$ cat config.mk
export PLATFORM = sky130hd
export DESIGN_NAME = ahb_slave_if
export DESIGN_NICKNAME = d
export VERILOG_FILES = /design/src/rtl/ahb_slave_if.sv
export SDC_FILE = /design/constraint.sdc
export NUM_CORES = 1
export LEC_CHECK = 0
export ABC_AREA = 0
export CAP_MARGIN = 5
export CORE_MARGIN = 3
export CORE_UTILIZATION = 23
export CTS_CLUSTER_DIAMETER = 40
export CTS_CLUSTER_SIZE = 8
export DETAILED_ROUTE_END_ITERATION = 6
export PLACE_DENSITY = 0.88
export SLEW_MARGIN = 30
export SYNTH_ARGS = -nofsm -noshare
export SYNTH_HDL_FRONTEND = slang
export SYNTH_SLANG_ARGS = --single-unit
$ cat constraint.sdc
create_clock -name hclk -period 1.3 [get_ports hclk]
set_input_delay 0.39 -clock hclk [delete_from_list [all_inputs] [get_ports hclk]]
set_output_delay 0.39 -clock hclk [all_outputs]
set_load 0.02 [all_outputs]
$ cat src/rtl/ahb_slave_if.sv
// AHB-Lite slave front end for a 64 KB SRAM built as 2 banks x 4 byte lanes x 8K entries.
// Address phases become SRAM reads straight away. Writes are issued in the following data
// phase, when hwdata is valid. A read that collides with a pending write is stalled for one cycle.
module ahb_slave_if (
  input  logic        hclk,
  input  logic        hresetn,
  input  logic        hsel,
  input  logic [31:0] haddr,
  input  logic        hwrite,
  input  logic [2:0]  hsize,
  input  logic [2:0]  hburst,
  input  logic [1:0]  htrans,
  input  logic        hready,
  input  logic [31:0] hwdata,
  output logic        hready_resp,
  output logic [1:0]  hresp,
  output logic [31:0] hrdata,
  input  logic [7:0]  sram_q0,
  input  logic [7:0]  sram_q1,
  input  logic [7:0]  sram_q2,
  input  logic [7:0]  sram_q3,
  input  logic [7:0]  sram_q4,
  input  logic [7:0]  sram_q5,
  input  logic [7:0]  sram_q6,
  input  logic [7:0]  sram_q7,
  output logic        sram_w_en,
  output logic [12:0] sram_addr_out,
  output logic [31:0] sram_wdata,
  output logic [3:0]  bank0_csn,
  output logic [3:0]  bank1_csn
);

  // Address-phase context, carried into the data phase
  logic [15:0] addr_q, addr_d;
  logic [2:0]  size_q, size_d;
  logic        bank_q, bank_d;
  logic        wpend_q, wpend_d;
  logic        rpend_q, rpend_d;

  logic        req;
  logic        stall;
  logic        accepted;
  logic        rd_act;
  logic        wr_act;
  logic        active;
  logic        sel_bank;
  logic [3:0]  wmask;
  logic [3:0]  lane_en;

  // Upper address bits alias into the 64 KB window. The burst type is not used,
  // because every beat is handled as an independent transfer.
  logic        unused_bits;
  assign unused_bits = ^{haddr[31:16], hburst, addr_q[15]};

  // The transfer is a valid NONSEQ/SEQ beat aimed at this slave.
  assign req      = hsel & hready & htrans[1];
  // The write data phase owns the SRAM port, so a read address phase has to wait one cycle.
  assign stall    = wpend_q & req & ~hwrite;
  assign accepted = req & ~stall;

  assign hready_resp = ~stall;
  assign hresp       = 2'b00;

  // Next-state values of the data-phase context
  always_comb begin
    addr_d  = haddr[15:0];
    size_d  = hsize;
    bank_d  = haddr[15];
    wpend_d = accepted & hwrite;
    rpend_d = accepted & ~hwrite;
  end

  // Register the context with a synchronous active-low reset.
  // Reset drops any transfer that is in flight.
  always_ff @(posedge hclk) begin
    if (!hresetn) begin
      addr_q  <= '0;
      size_q  <= '0;
      bank_q  <= 1'b0;
      wpend_q <= 1'b0;
      rpend_q <= 1'b0;
    end else begin
      addr_q  <= addr_d;
      size_q  <= size_d;
      bank_q  <= bank_d;
      wpend_q <= wpend_d;
      rpend_q <= rpend_d;
    end
  end

  // Byte-lane mask of the pending write. Sizes above word are treated as word.
  always_comb begin
    wmask = 4'b1111;
    case (size_q)
      3'd0: wmask = 4'b0001 << addr_q[1:0];
      3'd1: wmask = addr_q[1] ? 4'b1100 : 4'b0011;
      default: wmask = 4'b1111;
    endcase
  end

  // A pending write takes priority. Otherwise an accepted read uses the port in its address phase.
  assign wr_act   = wpend_q;
  assign rd_act   = accepted & ~hwrite & ~wpend_q;
  assign active   = wr_act | rd_act;
  assign sel_bank = wr_act ? bank_q : haddr[15];
  assign lane_en  = wr_act ? wmask : 4'b1111;

  // SRAM address, write enable and write data
  always_comb begin
    sram_w_en     = 1'b1;
    sram_addr_out = haddr[14:2];
    sram_wdata    = hwdata;
    if (wr_act) begin
      sram_w_en     = 1'b0;
      sram_addr_out = addr_q[14:2];
    end
  end

  // Per-lane active-low chip selects for both banks
  generate
    for (genvar gi = 0; gi < 4; gi++) begin : g_lane_csn
      assign bank0_csn[gi] = ~(active & ~sel_bank & lane_en[gi]);
      assign bank1_csn[gi] = ~(active &  sel_bank & lane_en[gi]);
    end
  endgenerate

  // Read data from the bank addressed in the previous cycle.
  // The bus sees zero when no read is pending.
  always_comb begin
    hrdata = 32'h0;
    if (rpend_q) begin
      hrdata = bank_q ? {sram_q7, sram_q6, sram_q5, sram_q4}
                      : {sram_q3, sram_q2, sram_q1, sram_q0};
    end
  end

endmodule

==> impl_results.md <==
- Critical path class: reg2out
- Dominant synthesized flop cell: dfxtp_1
- Worst reg2reg path depth: 5
- Final setup fails: 55
- Clock tree sinks: 21
- Sw Pwr: 0.516 mW
- Gate power share: 44.0%
- Routed wire length: 6920 µm
- Slew Viols, Final: 0
- Post-synth EDFFs: 0
- Final Hold Fails: 0
- Chip width: 92.4 µm
- Skew-Pair Late Insertion Delay: 0.25 ns
- Status: finished with violations
- Slowest CP cell: dfxtp_4
- Synth top area share: 24.5%
- Critical path, cell by cell: buf_12 -> buf_12 -> buf_12 -> mux2i_4 -> nor2b_2 -> buf_2
- Tcrit/Tclk final: 145%
- Post-CTS Hold Fix Bufs: 0
- Peak supply drop: 735 µV
- Delay-heaviest family, CP: buffers and inverters
- Row count: 30
- 1st-pass router iterations: 4
- Initial Utilization: 24.5%
- Root buf cell: clkbuf_8
- Vias in the first global route: 1,936
- 1st-iter DRT viols: 17
- TritonCTS Buffers: 3
- Critical path launch point type: flip-flop
- Finished Layout Cells: 436
- Post-Route Skew: 0.00326 ns
- Ys async rst share: 0%
- Critical Path AT: 1.50 ns
- PwrDens: 509 mW/mm²
- Top cells by area, synth: dfxtp_1, mux2i_1, buf_4
- Die area: 0.00854 mm²
- Buf+Inv Stages, Crit Path: 4
- Leakage: 1.60 nW
- # DRC: 0
- Max clock buf depth: 2
- Cell accounting for the most synthesized area: dfxtp_1
- Period minus WS final: 1.89 ns
- Highest clock rate: 529 MHz
- WHS Path Cells: 3
- Pin count of the biggest net entering global routing: 21
- Final HPWL from detailed placement: 4630 µm
- GR Overflow Total: 0
- CP Data Required Time: 0.91 ns
- Sw frac: 26.2%
- Pint: 1.46 mW
- Area Growth Syn to Fin: 126%
- Clock transition at path regs: 0.07 ns
- Initial antenna violation count: 0
- First-pass GRT wire length: 9730 µm
- Min-Delay Path Class: in2reg
- Core area: 0.00702 mm²
- # diodes: 0
- Die Span Y: 92.4 µm
- Avg Inst Size Synth: 8.99 µm²
- Yosys reg bits: 21
- Antenna viol nets, final: 0
- Dpl ws: -1.17 ns
- Slowest Stage Delay on Critical Path: 0.38 ns
- Vias per Instance: 4.30
- H-tree levels: 1
- RSZ-0062 raised after global routing: true
- Sequential share of power: 35.1%
- Syn Inst Count: 191
- Post-Place Cells: 398
- IO Port Bufs: 143
- # IOs: 230
- Final Wtd Congestion: 0.718
- Post-Syn Area: 0.00172 mm²
- Syn. warnings: 0
- WP depth: 6
- Setup ws final: -0.590 ns
- CTS tree: yes
- # fillers: 592
- Crit Path Max Fanout: 5
- Setup crit end kind: output port
- Failing checks: negative setup slack
- Clock share of power: 21.0%
- MaxCap Viol Count: 0
- Sequential-to-total area share from yosys stat: 24.5%
- Share of layout cells above drive strength 1: 55.0%
- Synth unique cells: 24
- Wirelength per Cell: 15.9 µm
- Final nets: 482
- Gr usage total: 14.1%
- Post-synth top cells: buf_4, nor2b_1, mux2i_1
- Most numerous cell in the Yosys netlist: buf_4
- CP dominant cell by count: buf_12
- Vias: 1,875
-- cell families (layout without fill, tap and decap cells) --
family / count (synthesis) / count (layout) / synth area share [%]
other cells: 1 / 2 / 0.218
mux: 46 / 46 / 28.5
flops: 21 / 21 / 24.5
compound gates: 6 / 6 / 2.26
simple gates: 70 / 70 / 24.7
buf+inv: 47 / 195 / 19.9
-- state kept, by name, indices dropped and copies added, names as in the netlist --
signal   count
wpend_q      1
addr_q      15
size_q       3
rpend_q      1
bank_q       1
-- power by group through the flow --
stage               combinational [mW]  sequential, mW  clock (mW)
CTS                              0.761           0.690       0.427
finish                           0.867           0.691       0.413
global placement                 0.639           0.704           0
floorplan                        0.414           0.698           0
detailed placement               0.654           0.705           0
global route                     0.915           0.694       0.450
-- per-stage QoR --
step	power, mW	TNS (ns)	utilization (%)	area (µm²)	hold WS, ns
6_report	1.97	-24.82	55.2	3870	0.388
5_1_grt	2.06	-27.31	55.2	3870	0.405
4_1_cts	1.88	-23.53	50.6	3550	0.380
3_5_place_dp	1.36	-43.43	45.0	3160	0.780
3_3_place_gp	1.34	-42.23	45.0	3160	0.780
2_1_floorplan	1.11	-1.25	-	1830	0.509
-- final timing paths --
| path | slack [ns] | end | startpoint |
|---|---|---|---|
| setup / recovery | -0.59 | hrdata[27] | bank_q$_SDFF_PN0_ |
| hold / removal | 0.39 | wpend_q$_SDFF_PN0_ | hwrite |
| setup reg to reg | 0.28 | rpend_q$_SDFF_PN0_ | wpend_q$_SDFF_PN0_ |
| hold reg to reg | 0.96 | rpend_q$_SDFF_PN0_ | wpend_q$_SDFF_PN0_ |
-- cell usage in the layout (no fill, tap or decap), drive strengths merged, types with 3 or more instances in the layout --
master,netlist,routed
mux2i,33,33
clkbuf,5,5
nor2b,33,33
o21ai,3,3
dfxtp,21,21
nand2,7,7
buf,40,103
dlygate4sd2,0,3
and2,19,19
clkdlybuf4s50,0,81
mux2,13,13
-- what timing repair did --
action,CTS,global route
pin swaps,9,1
cloned,3,1
resized for setup,349,60
setup endpoints to repair,55,55
setup buffers,16,16
-- area by class of cell --
class | instances | area, µm² | share of cell area [%]
Timing Repair Buffer | 189 | 1990 | 51.5
Multi-Input combinational cell | 124 | 1270 | 32.8
Sequential cell | 21 | 428 | 11.0
Tap cell | 96 | 120 | 3.10
Clock buffer | 4 | 45.0 | 1.16
Inverter | 2 | 15.0 | 0.387
-- worst register-to-register path, cell delays in order (launching register included) --
cell	delay [ns]
dfxtp_4	0.39
buf_6	0.11
buf_6	0.12
inv_8	0.05
buf_6	0.11
and3_1	0.14
-- routing by layer --
layer / up-vias / wire (µm) / GRT usage, %
met5: - / 0 / 0
met4: 0 / 40 / 3.22
met3: 4 / 862 / 6.66
met2: 123 / 3680 / 25.7
met1: 858 / 2340 / 14.4
li1: 890 / - / -
Note: power is estimated with default switching activity, not from simulation.
